<file path="src/rtl/tl45_ibuf.sv">
// Instruction queue between prefetch and decode. It emits a bubble (pc=0, inst=0) when it has nothing for decode.
// Optional macro TL45_IBUF_BYPASS_EN: when the queue is empty, an input goes straight to decode.
module tl45_ibuf #(
  parameter int DEPTH = 4
) (
  input  logic        i_clk,
  input  logic        i_reset_n,
  input  logic [31:0] i_buf_pc,
  input  logic [31:0] i_buf_inst,
  output logic        o_fetch_stall,
  input  logic        i_pipe_stall,
  input  logic        i_pipe_flush,
  output logic [31:0] o_dec_pc,
  output logic [31:0] o_dec_inst
);
  localparam int PW = $clog2(DEPTH);

  logic [63:0]   r_mem [DEPTH];
  logic [PW-1:0] r_rd_ptr;
  logic [PW-1:0] r_wr_ptr;
  logic [PW:0]   r_count;
  logic          r_fetch_adv;
  logic [31:0]   r_dec_pc;
  logic [31:0]   r_dec_inst;

  logic          w_in_valid;
  logic [PW+1:0] w_occ;
  logic          w_bypass;
  logic          w_push;
  logic          w_pop;

  // A fetch value that is held during a stall is not fresh, so r_fetch_adv masks it.
  assign w_in_valid = r_fetch_adv && ((i_buf_pc != '0) || (i_buf_inst != '0));

  // This ignores a pop in the same cycle, so a slot is always free for the next fetch item.
  assign w_occ         = {1'b0, r_count} + {{(PW+1){1'b0}}, w_in_valid};
  assign o_fetch_stall = (w_occ >= (PW+2)'(DEPTH));

`ifdef TL45_IBUF_BYPASS_EN
  assign w_bypass = (r_count == '0) && w_in_valid && !i_pipe_stall && !i_pipe_flush;
`else
  assign w_bypass = 1'b0;
`endif

  assign w_push = w_in_valid && !i_pipe_flush && !w_bypass;
  assign w_pop  = !i_pipe_stall && !i_pipe_flush && (r_count != '0);

  always_ff @(posedge i_clk) begin
    if (w_push) r_mem[r_wr_ptr] <= {i_buf_pc, i_buf_inst};
  end

  always_ff @(posedge i_clk or negedge i_reset_n) begin
    if (!i_reset_n) begin
      r_rd_ptr    <= '0;
      r_wr_ptr    <= '0;
      r_count     <= '0;
      r_fetch_adv <= 1'b0;
      r_dec_pc    <= '0;
      r_dec_inst  <= '0;
    end else if (i_pipe_flush) begin
      r_rd_ptr    <= '0;
      r_wr_ptr    <= '0;
      r_count     <= '0;
      r_fetch_adv <= 1'b0;
      r_dec_pc    <= '0;
      r_dec_inst  <= '0;
    end else begin
      r_fetch_adv <= !o_fetch_stall;
      if (w_push) r_wr_ptr <= r_wr_ptr + PW'(1);
      if (w_pop)  r_rd_ptr <= r_rd_ptr + PW'(1);
      case ({w_push, w_pop})
        2'b10:   r_count <= r_count + (PW+1)'(1);
        2'b01:   r_count <= r_count - (PW+1)'(1);
        default: r_count <= r_count;
      endcase
      if (!i_pipe_stall) begin
        if (w_pop) begin
          {r_dec_pc, r_dec_inst} <= r_mem[r_rd_ptr];
        end else if (w_bypass) begin
          r_dec_pc   <= i_buf_pc;
          r_dec_inst <= i_buf_inst;
        end else begin
          r_dec_pc   <= '0;
          r_dec_inst <= '0;
        end
      end
    end
  end

  always_ff @(posedge i_clk) begin
    if (i_reset_n) begin
      assert (r_count <= (PW+1)'(DEPTH));
      assert (!(w_push && !w_pop && (r_count == (PW+1)'(DEPTH))));
    end
  end

  assign o_dec_pc   = r_dec_pc;
  assign o_dec_inst = r_dec_inst;
endmodule

</file>
<file path="config.mk">
export PLATFORM = sky130hd
export DESIGN_NAME = tl45_ibuf
export DESIGN_NICKNAME = d
export VERILOG_FILES = /design/src/rtl/tl45_ibuf.sv
export SDC_FILE = /design/constraint.sdc
export NUM_CORES = 1
export LEC_CHECK = 0
export CORE_AREA = 2 2 148 150
export CTS_BUF_LIST = sky130_fd_sc_hd__clkbuf_8 sky130_fd_sc_hd__clkbuf_16
export DETAILED_ROUTE_END_ITERATION = 12
export DIE_AREA = 0 0 150 152
export DONT_BUFFER_PORTS = 1
export GPL_TIMING_DRIVEN = 0
export PLACE_DENSITY = 0.8
export SYNTH_ARGS = -nofsm -noshare
export SYNTH_HDL_FRONTEND = slang
export SYNTH_SLANG_ARGS = --single-unit
</file>
<file path="constraint.sdc">
create_clock -name i_clk -period 7.75 [get_ports i_clk]
set_clock_uncertainty 0.15 [all_clocks]
set_input_delay 1.55 -clock i_clk [delete_from_list [all_inputs] [get_ports i_clk]]
set_output_delay 1.55 -clock i_clk [all_outputs]
set_load 0.01 [all_outputs]
</file>
# Yosys cells after proc, flatten, opt, wreduce, memory -nomap -nowiden
# Memory sizes are Yosys's and may differ from the RTL's.
# Cells that the tools add are included.
# Widths: inputs -> output; s select.
# classes
add_sub_neg,5
n_eq_ne,3
n_mux,15
order_cmp,1
reduce_logical,14
# ops
cell,count
$mux 32,6
$reduce_bool 32->1,2
$mux 2,4
$pmux 3 s2,1
$reduce_bool 3->1,2
$add 2x1->2 const B,2
$add 3x1->4,1
$ge 4x3->1 const B,1
$logic_and 1x1->1,4
$reduce_bool 2->1,2
$add 3x1->3 const B,1
$logic_not 1->1,3
$mux 1,3
$mux 3,1
$sub 3x1->3 const B,1
$eq 2x1->1 const B,1
$eq 2x2->1 const B,1
$ne 2x1->1 const B,1
$logic_or 1x1->1,1
# word_totals
memories,1
reg_bits,72
word_cells,45
output_inout_bits,65
mem_bits_rw,256
input_bits,68
# mem_list
memory,depth,width,read_ports,rd_clocked_by_memory_dff,wr,line,rtl
r_mem,4,64,1,0,1,18,logic [63:0] r_mem [DEPTH];

# Logic depth before layout (Yosys ltp)
# Gate-level depths: netlist of run 1.
# depth
depth_word,7
depth_mapped,9
ltp_nobuf,9

# Worst setup path after synthesis of run 1
# Ideal clock, no wire load.
# synth_timing
path_kind,input-to-reg
from,input port i_buf_pc[12]
to,memory r_mem[0][0] (enable)
path_buffers,1
t_required_ns,7.022
setup_time_ns,0.578
arrival_time_ns,6.771
slack_ns,0.251
stages,6
path_cell_list,nor4_1 nand4_1 or4_1 buf_2 nand2_1 nor3b_1
# synth_via
elab_chain_cells,6
# synth_lines
element,line,rtl
from (decl),8,"input logic [31:0] i_buf_pc,"
$reduce_bool 32->1,33,assign w_in_valid = r_fetch_adv && ((i_buf_pc != '0) || (i_buf_inst != '0));
$logic_or 1x1->1,33,
$logic_and 1x1->1,33,
$logic_and 1x1->1,45,assign w_push = w_in_valid && !i_pipe_flush && !w_bypass;
$mux 1,49,"if (w_push) r_mem[r_wr_ptr] <= {i_buf_pc, i_buf_inst};"
$mux 1 (not written as such),49,
to (decl),18,
# No other way between the ends.

# Worst setup path after layout of run 1
# layout_timing
from,input port i_buf_inst[14]
to,output port o_fetch_stall
# layout_via
elab_chain_cells,5
# layout_lines
element,line,rtl
from (decl),9,"input logic [31:0] i_buf_inst,"
$reduce_bool 32->1,33,
$logic_or 1x1->1,33,
$logic_and 1x1->1,33,
$add 3x1->4,36,"assign w_occ = {1'b0, r_count} + {{(PW+1){1'b0}}, w_in_valid};"
$ge 4x3->1,37,assign o_fetch_stall = (w_occ >= (PW+2)'(DEPTH));
to (decl),10,"output logic o_fetch_stall,"
# No other way between the ends.

==> impl_results.md, run 1 <==
* WP buf/inv at 0
* Max-cap violation count at 0
* Crit path max-delay cell type: nor4_1
* Max Slew Vio Count at 0
* Total routing usage reported by global routing at 0.229
* Clk sink count at 328
* FF/Latch Area at 0.00949 mm²
* Delay-heaviest family, CP: simple AND/OR/NAND/NOR gates
* Most frequent cells in the layout: edfxtp_1, dfrtp_1, a22o_1
* Fraction of power consumed by sequential logic at 0.518
* Finished Layout Cells at roughly 940
* DRC viols at 0
* Synth top area share at 0.633
* Synthesis-to-layout area growth at 15.2%
* CP max stage delay at roughly 0.79 ns
* FF-to-FF Start: r_fetch_adv
* Sw frac at 0.211
* Initial antenna violation count at 0
* CTS root buffer: clkbuf_16
* CP most frequent cell: nor4_1
* Clock Path Buffers at 3
* CP Max Fanout at 5
* Main combinational cell family by area after synthesis: multiplexers
* Final HPWL DP at 16,900 µm
* CTS tree: done
* Wire per inst at 27.1 µm
* Switch Pwr at 824 µW
* Routed wire length at 25,400 µm
* Unrepaired setup endpoints after global routing: no
* Clock power share at 0.415
* Synthesized area per cell at 21.4 µm²
* Placement Setup Slack at 2.49 ns
* Setup CP Type: in2out
* Clock-pin slew on the worst setup and hold paths at 0.06 ns
* Die height at 152 µm
* Vias post-DR at approximately 6,000
* WHS Path Cells at 1
* Syn Nets at 640
* Dominant cells by area after synthesis: edfxtp_1, dfrtp_1, mux4_2
* Starting Density at 0.569
* Worst r2r path cells at 7
* Synthesized instance count at 567
* Adder-Cell Fraction of Synth Area at 0.00577
* Most common cell after layout, fill and taps aside: edfxtp_1
* Number of global-route vias before repair at 6,470
* Setup-failing EPs final at 0
* N_diodes at 0
* Syn. warnings at 0
* PwrDens at approximately 280 mW/mm²
* Pint at 3.08 mW
* Worst-skew pair later-pin latency at 0.50 ns
* Via density at roughly 6.4
* NumNets Final at 703
* Synth Area in Simple Gates at 0.0251
* Critical Path AT at 3.69 ns
* GRT overflow at 0
* Synth Register Bits at 328
* Synth Area in Compound Gates at 0.0553
* Critical Path, Cell by Cell: nor4_1 -> nand4_1 -> nor4_1 -> nor2_1 -> a31o_2
* Worst Tran Pin Value at around 0.99 ns
* CP Launch Type: input port
* TritonRoute pass-1 iters at 7
* Leak at 4.85 nW
* H-tree depth at 2
* I/O pin count at 133
* Cts bufs inserted at 34
* Max Clk Rate at 186 MHz
* Mux cell area share after synthesis at 0.119
* CP startpoint: i_buf_inst[14]
* Full die area at ~0.023 mm²
* Tightest Hold Check Type: reg2reg
* # rows at 54
* First-pass GRT wire length at 38,900 µm
* WP depth at 5
* Placed Instances at 874
* Placer Congestion at 0.769
* Status: finished clean
* EDFF count, synth at roughly 260
* Main synth FF type: edfxtp_1
* Setup Fix Bufs, Post-CTS at 0
* Largest net degree at the start of global routing at between 70 and 80
* CTS resizes at 0
* Rel. slew slack at 0.336
* Fillers at around 1,400
* First DRT Iteration DRCs at 474
* CP Data Required Time at 6.05 ns
* Ys async rst share at 0.220
* Layout cells sized above 1 at 0.244
* Netlist cell types at 33
* Post-synthesis xor/xnor area fraction at 0.000721
* Combinational power share at 0.067
* Worst hold path startpoint: o_dec_pc[18]
* Fin crit period at 5.39 ns
* Final period util at 0.695
* Final WS setup at about 2.4 ns
* Hold-fix buffers, CTS at 0
* Die X at 150 µm
* Post-route ant nets at 0
* Worst setup EP type: output pin
* PortBufs at 0
* Mapped cell area at 0.0121 mm²
* Multi-input logic area at around 0.0025 mm²
* Final-report hold violation count at 0
* Max VDD drop at 180 µV
* Area leader, netlist: edfxtp_1
* Core Footprint at 0.0214 mm²
* Sequential-to-total area share from yosys stat at 0.782
path summary, 6_finish.rpt:
kind | endpoint | slack, ns
max | o_fetch_stall | 2.36
min | o_dec_pc[18] | 0.42
max reg2reg | r_mem[3][20] | 4.72
min reg2reg | o_dec_pc[18] | 0.42
max in group asynchronous | o_dec_pc[10] | 6.70
min in group asynchronous | o_dec_inst[20] | 0.60
per-layer routing:
layer	global-route usage	vias to the layer above	share of wire
li1	-	2501	-
met1	0.292	3161	0.37
met2	0.367	281	0.50
met3	0.0763	67	0.091
met4	0.0876	0	0.033
met5	0	-	0
area by class of cell:
class | instances | share of cell area
Clock inverter | 20 | 0.0108
Timing Repair Buffer | 27 | 0.0234
Clock buffer | 42 | 0.0711
Tap cell | 280 | 0.0251
Sequential cell | 328 | 0.679
Inverter | 3 | 0.000805
Buffer | 35 | 0.0103
Multi-Input combinational cell | 201 | 0.180
worst register-to-register path, stage by stage (launching register included):
cell and delay [ns]:
dfrtp_1 0.35, clkbuf_1 0.33, nand2_1 0.27, nor3b_2 0.86, buf_6 0.27, buf_8 0.17
buf_8 0.17, buf_6 0.16
power groups by stage:
stage | Clock [mW] | Combinational [mW] | Sequential (mW)
global route | 1.72 | 0.284 | 2.03
floorplan | 0 | 0.194 | 2.05
detailed placement | 0 | 0.264 | 2.06
CTS | 1.65 | 0.266 | 2.03
finish | 1.62 | 0.261 | 2.03
global placement | 0 | 0.240 | 2.07
kinds of logic after synthesis:
kind of cell,after synthesis
flops,328
mux,64
compound gates,81
buf+inv,38
xor+xnor,1
fa+ha+maj,5
simple gates,50
cell usage after synthesis (3+ instances only):
library cell  count
nand3_1           3
mux4_2           64
ha_1              4
nand2_1           6
dfrtp_1          72
nor4_1           18
nor2_1            4
nand4_1           4
nand3b_1          3
a22o_1           65
inv_1             3
nor3b_1           5
a21oi_1           4
o21ai_0           5
clkbuf_1         23
buf_2            10
edfxtp_1        256
state kept, by name, indices dropped and copies added (netlist names):
| name | flops |
|---|---|
| r_count | 3 |
| r_wr_ptr | 2 |
| r_rd_ptr | 2 |
| o_dec_pc | 32 |
| r_fetch_adv | 1 |
| r_mem | 256 |
| o_dec_inst | 32 |
through the flow:
stage / utilization / hold slack, ns / area (µm²) / power, mW / TNS (ns)
global route: 0.655 / 0.445 / 14000 / 4.03 / 0
global placement: 0.585 / 0.412 / 12500 / 2.31 / -919.36
CTS: 0.655 / 0.430 / 14000 / 3.94 / 0
detailed placement: 0.601 / 0.416 / 12800 / 2.33 / 0
finish: 0.655 / 0.424 / 14000 / 3.91 / 0
floorplan: - / 0.383 / 12100 / 2.25 / 0
Power figures use the tool's default switching activity.
==> inputs of run 2 (changes only) <==
- CORE_AREA: 2 2 148 150 -> 2 2 149 151
- DIE_AREA: 0 0 150 152 -> 0 0 151 153
- PLACE_DENSITY: 0.8 -> 0.82
- clock period: 7.75 -> 4.9 ns (I/O delays scaled with it)
==> run 2 against run 1 <==
  * Global-route usage is 0.57 points higher
  * First-iteration DRC count rose by 53%
  * Worst hold slack got worse by 0.40 ns
  * Sequential cell count unchanged
  * Largest cell class unchanged
  * Register-to-register slack got worse by 2.9 ns
  * Via count is 1.9% higher
  * Largest power group unchanged
  * Sequential power is 58% higher
  * Die area grew 1.3%
  * Total power up 58%
  * Worst setup slack worse by 1.9 ns
  * Final cell count rose by 0.32%
  * Clock-buffer cell count down 4
  * Critical endpoint unchanged
  * Highest routed layer unchanged
==> impl_results.md, run 2 (synthesis gave the netlist of run 1 again) <==
* Unrepaired setup endpoints after global routing: no
* Wire per inst at 27.8 µm (+2.4%)
* Clock-pin slew on the worst setup and hold paths at 0.06 ns (about the same)
* Clock Path Buffers at 3 (unchanged)
* Worst Tran Pin Value at 1.00 ns (+0.00883 ns)
* Worst setup EP type: output pin
* CP startpoint: i_buf_inst[0]
* CP max stage delay at 0.74 ns (-0.05 ns)
* Largest net degree at the start of global routing at 73 (unchanged)
* Vias post-DR at 6,126 (+1.9%)
* Status: finished clean
* Die height at 153 µm (+0.66%)
* I/O pin count at 133 (unchanged)
* Switch Pwr at 1.29 mW (+57%)
* First DRT Iteration DRCs at 725 (+53%)
* Fraction of power consumed by sequential logic at 0.521 (+0.003)
* Max-cap violation count at 0 (unchanged)
* FF-to-FF Start: r_fetch_adv
* FF/Latch Area at 0.00949 mm² (unchanged)
* Overall power at 6.16 mW (+58%)
* CP Launch Type: input port
* Starting Density at 0.565 (-0.00358)
* N_diodes at 0 (unchanged)
* Clk sink count at 328 (unchanged)
* Placement Setup Slack at 0.478 ns (-2.01 ns)
* Worst-skew pair later-pin latency at 0.50 ns (about the same)
* Combinational power share at 0.069 (+0.002)
* Placer Congestion at 0.849 (+10%)
* Setup TNS at 0 ns (unchanged)
* CTS resizes at 0 (unchanged)
* Setup CP Type: in2out
* Rel. slew slack at 0.330 (-0.00591)
* CP Max Fanout at 5 (unchanged)
* Max reg flops at 256 (unchanged)
* NumNets Final at 706 (+0.43%)
* WHS at 0.0199 ns (-0.404 ns)
* First-pass GRT wire length at 39,700 µm (+2.2%)
* PwrDens at 440 mW/mm² (+57%)
* Core Footprint at 0.0215 mm² (+0.63%)
* H-tree depth at 2 (unchanged)
* Fillers at 1,354 (-3.1%)
* Sw frac at 0.210 (-0.000937)
* Final WS setup at 0.504 ns (-1.86 ns)
* Initial antenna violation count at 0 (unchanged)
* Clock power share at 0.411 (-0.004)
* TritonRoute pass-1 iters at 7 (unchanged)
* Critical Path, Cell by Cell: nor4_1 -> nand4_1 -> nor4_1 -> nor2_1 -> a31o_2
* CTS root buffer: clkbuf_16
* Most flops, register: r_mem
* CP most frequent cell: nor4_1
* Setup Fix Bufs, Post-CTS at 0 (unchanged)
* Tightest Hold Check Type: in2async
* Max Slew Vio Count at 0 (unchanged)
* Max Clk Rate at 227 MHz
* Number of global-route vias before repair at 6,414 (-0.87%)
* Max VDD drop at 345 µV (+92%)
* Pint at 4.87 mW (+58%)
* PortBufs at 0 (unchanged)
* Final HPWL DP at 17,500 µm (+3.1%)
* Placed Instances at 875 (+0.11%)
* Layout cells sized above 1 at 0.237 (-0.00718)
* Multi-input logic area at 0.00252 mm² (unchanged)
* Most common cell after layout, fill and taps aside: edfxtp_1
* Cts bufs inserted at 34 (unchanged)
* Final period util at 0.897
* Post-route ant nets at 0 (unchanged)
* DRC viols at 0 (unchanged)
* Total routing usage reported by global routing at 0.234 (+0.00569)
* CTS tree: done
* Full die area at 0.0231 mm² (+1.3%)
* # rows at 54 (unchanged)
* Synthesis-to-layout area growth at 15.4%
* Most frequent cells in the layout: edfxtp_1, dfrtp_1, a22o_1
* Routed wire length at 26,100 µm (+2.7%)
* Crit path max-delay cell type: nor4_1
* Die X at 151 µm (+0.67%)
* CP Data Required Time at 3.77 ns (-2.28 ns)
* Final-report hold violation count at 0 (unchanged)
* Finished Layout Cells at 939 (+0.32%)
* GRT overflow at 0 (unchanged)
* Critical Path AT at 3.27 ns (-0.42 ns)
* Via density at 6.52 (+1.6%)
* Fin crit period at approximately 4.4 ns
* Leak at 4.86 nW (+0.25%)
* Setup-failing EPs final at 0 (unchanged)
[run 2: worst paths after layout]
kind / cells past startpoint / slack (ns) / to
max: 5 / 0.50 / o_fetch_stall
min: 0 / 0.02 / o_dec_inst[16]
max reg2reg: 7 / 1.85 / r_mem[3][15]
min reg2reg: 1 / 0.43 / o_dec_pc[28]
max in group asynchronous: 1 / 3.59 / o_dec_inst[14]
min in group i_clk: 0 / 0.42 / r_mem[2][10]
[run 2: worst max-delay path: cells and delay by family]
kind | cells | cell delay (ns)
compound gates | 1 | 0.35
simple gates | 4 | 1.93
[run 2: final cells by class]
type | instances | share of cell area
timing repair buffer | 30 | 0.0269
inverter | 3 | 0.000804
clock inverter | 24 | 0.0128
multi-input combinational | 201 | 0.180
tap | 280 | 0.0250
clock buffer | 38 | 0.0671
buffer | 35 | 0.0103
sequential | 328 | 0.677
[run 2: routing by layer]
metal  part of all wire  up-vias  GRT usage
li1                   -     2518          -
met1               0.38     3269      0.311
met2               0.52      289      0.392
met3              0.074       50     0.0561
met4              0.025        0     0.0685
met5                  0        -          0
[run 2: repair_timing]
item | in CTS | in global routing
hold buffers | 1 | 1
endpoints found under the setup margin | 0 | 0
hold endpoints to repair | 1 | 7
[run 2: stage by stage]
stage	utilization	cell area, µm²
finish	0.652	14000
floorplan	-	12100
global placement	0.581	12500
detailed placement	0.599	12900
global route	0.652	14000
CTS	0.651	14000
[run 2: power by group through the flow]
stage / Sequential [mW] / Clock, mW / Combinational, mW
final: 3.21 / 2.53 / 0.422
after global routing: 3.21 / 2.68 / 0.455
after CTS: 3.21 / 2.56 / 0.424
after detailed placement: 3.26 / 0 / 0.420
after global placement: 3.27 / 0 / 0.373
after floorplan: 3.25 / 0 / 0.306
==> inputs of run 3 (changes only) <==
- CORE_AREA: 2 2 149 151 -> 2 2 192 119
- DIE_AREA: 0 0 151 153 -> 0 0 194 121
- PLACE_DENSITY: 0.82 -> 0.81
- SKIP_LAST_GASP: default -> 1
==> run 3 against run 2 <==
  * Core utilization down 0.78 points
  * Combinational power up 2%
  * Total power about the same
  * Clock power about the same
  * Fmax up 2.8%
  * Global-route usage down 0.88 points
  * Non-clock buffer count down 1
  * Clock-buffer cell count down 6
  * Sequential cell count unchanged
  * Critical path depth unchanged
  * Largest cell class unchanged
  * Largest power group unchanged
==> impl_results.md, run 3 (synthesis gave the netlist of run 1 again) <==
* CP Max Fanout at 5 (unchanged)
* PortBufs at 0 (unchanged)
* Number of global-route vias before repair at 6,240 (-2.7%)
* Synthesis-to-layout area growth at 14.9%
* Critical Path AT at 3.15 ns (-0.12 ns)
* Post-DP Area at 0.0128 mm² (-0.29%)
* Rel. slew slack at 0.352 (+0.0217)
* N_diodes at 0 (unchanged)
* Post-route ant nets at 0 (unchanged)
* Final period util at 0.873 (-0.0244)
* Max VDD drop at 375 µV (+8.7%)
* Die X at 194 µm (+28%)
* Full die area at 0.0235 mm² (+1.6%)
* Die height at 121 µm (-21%)
* Fillers at 1,423 (+5.1%)
* First-pass GRT wire length at 39,600 µm (-0.31%)
* Max reg flops at 256 (unchanged)
* Final-report hold violation count at 0 (unchanged)
* Largest net degree at the start of global routing at 73 (unchanged)
* Wire per inst at 27.5 µm (-0.88%)
* Routed wire length at 25,800 µm (-0.99%)
* WHS at 0.177 ns (+0.157 ns)
* Setup Fix Bufs, Post-CTS at 0 (unchanged)
* Worst-skew pair later-pin latency at 0.55 ns (+0.05 ns)
* Most frequent cells in the layout: edfxtp_1, dfrtp_1, a22o_1
* Max-cap violation count at 0 (unchanged)
* NumNets Final at 701 (-0.71%)
* I/O pin count at 133 (unchanged)
* # rows at 42 (-22%)
* Core Footprint at 0.0217 mm² (+0.77%)
* Layer carrying the most global-route usage: met2
* Max Slew Vio Count at 0 (unchanged)
* Tightest Hold Check Type: in2async
* Placer Congestion at 0.876 (+3.2%)
* H-tree depth at 1 (-1)
* First DRT Iteration DRCs at 482 (-34%)
* Worst setup EP type: output pin
* Final core occ at 0.644 (-0.00780)
* Overall power at 6.16 mW (about the same)
* Clock-pin slew on the worst setup and hold paths at 0.06 ns (about the same)
* DRC viols at 0 (unchanged)
* CP Launch Type: input port
* Most flops, register: r_mem
* Most common cell after layout, fill and taps aside: edfxtp_1
* Via density at 6.38 (-2.1%)
* Final instance area at 0.0139 mm² (-0.44%)
* Unrepaired setup endpoints after global routing: no
* Starting Density at 0.561 (-0.00431)
* Clk sink count at 328 (unchanged)
* CTS resizes at 0 (unchanged)
* Setup CP Type: in2out
* Worst Tran Pin Value at 0.968 ns (-0.0324 ns)
* TritonRoute pass-1 iters at 5 (-2)
* Leak at 4.82 nW (-0.75%)
* Vias post-DR at 5,988 (-2.3%)
* Final HPWL DP at 17,700 µm (+1.1%)
* CP Data Required Time at 3.77 ns (about the same)
* Met3 Use GR at 0.0737 (+0.0175)
* Cts bufs inserted at 30 (-12%)
* Initial antenna violation count at 0 (unchanged)
* Max Clk Rate at 234 MHz (+2.8%)
* CTS root buffer: clkbuf_16
* Layout cells sized above 1 at 0.238 (+0.00101)
* Setup-failing EPs final at 0 (unchanged)
* Clock Path Buffers at 3 (unchanged)
* Met1 usage at 0.324 (+0.0138)
* Status: finished clean
* Fin crit period at 4.28 ns (-0.120 ns)
* CTS tree: done
* GRT overflow at 0 (unchanged)
* Total routing usage reported by global routing at 0.225 (-0.00879)
* PwrDens at 441 mW/mm² (+0.40%)
* Met2 Resource Use GR at 0.345 (-0.0461)
-- run 3: worst max-delay path: stages --
cell	delay [ns]
nor4_1	0.47
nand4_1	0.37
nor4_1	0.83
nor2_1	0.16
a31o_2	0.34
-- run 3: per-stage QoR --
step	cells	setup WS (ns)	TNS, ns
after global routing	938	0.486	0
after detailed placement	881	0.691	0
after floorplan	567	-2.03	-519.38
after CTS	938	0.702	0
final	938	0.624	0
after global placement	853	-6.00	-1516.73
-- run 3: where the power goes --
| group | total (mW) | leakage (nW) | internal (mW) | switching [mW] |
|---|---|---|---|---|
| clock network | 2.52 | 0.555 | 1.53 | 0.991 |
| registers | 3.20 | 3.31 | 3.12 | 0.0782 |
| logic | 0.432 | 0.959 | 0.206 | 0.225 |
| total | 6.16 | 4.82 | 4.86 | 1.30 |
-- run 3: metal layers --
| layer | up-vias | share of wire |
|---|---|---|
| met5 | - | 0 |
| met2 | 264 | 0.46 |
| met3 | 44 | 0.094 |
| met4 | 0 | 0.017 |
| met1 | 3177 | 0.43 |
| li1 | 2503 | - |
-- run 3: final cells by class --
| type | count | area (µm²) | area share |
|---|---|---|---|
| well taps | 286 | 358 | 0.0257 |
| flip-flops and latches | 328 | 9490 | 0.680 |
| repair buffers | 29 | 339 | 0.0243 |
| clock buffers | 32 | 790 | 0.0566 |
| multi-input cells | 201 | 2520 | 0.181 |
| plain buffers | 35 | 144 | 0.0103 |
| clock inverters | 24 | 298 | 0.0214 |
| inverters | 3 | 11.3 | 0.000807 |
-- run 3: final timing paths --
path	start	depth (start not counted)	endpoint	slack, ns
setup / recovery	i_buf_inst[14]	5	o_fetch_stall	0.62
hold / removal	i_reset_n	1	o_dec_inst[1]	0.18
setup reg to reg	r_fetch_adv	8	r_mem[3][12]	1.92
hold reg to reg	o_dec_pc[26]	1	o_dec_pc[26]	0.43
max in group asynchronous	i_reset_n	1	o_dec_inst[11]	4.07
min in group i_clk	i_buf_pc[16]	0	r_mem[1][48]	0.37
-- run 3: timing repair --
action,4_1_cts,5_1_grt
hold endpoints to repair,72,0
setup endpoints to repair,0,0
hold buffers,1,0
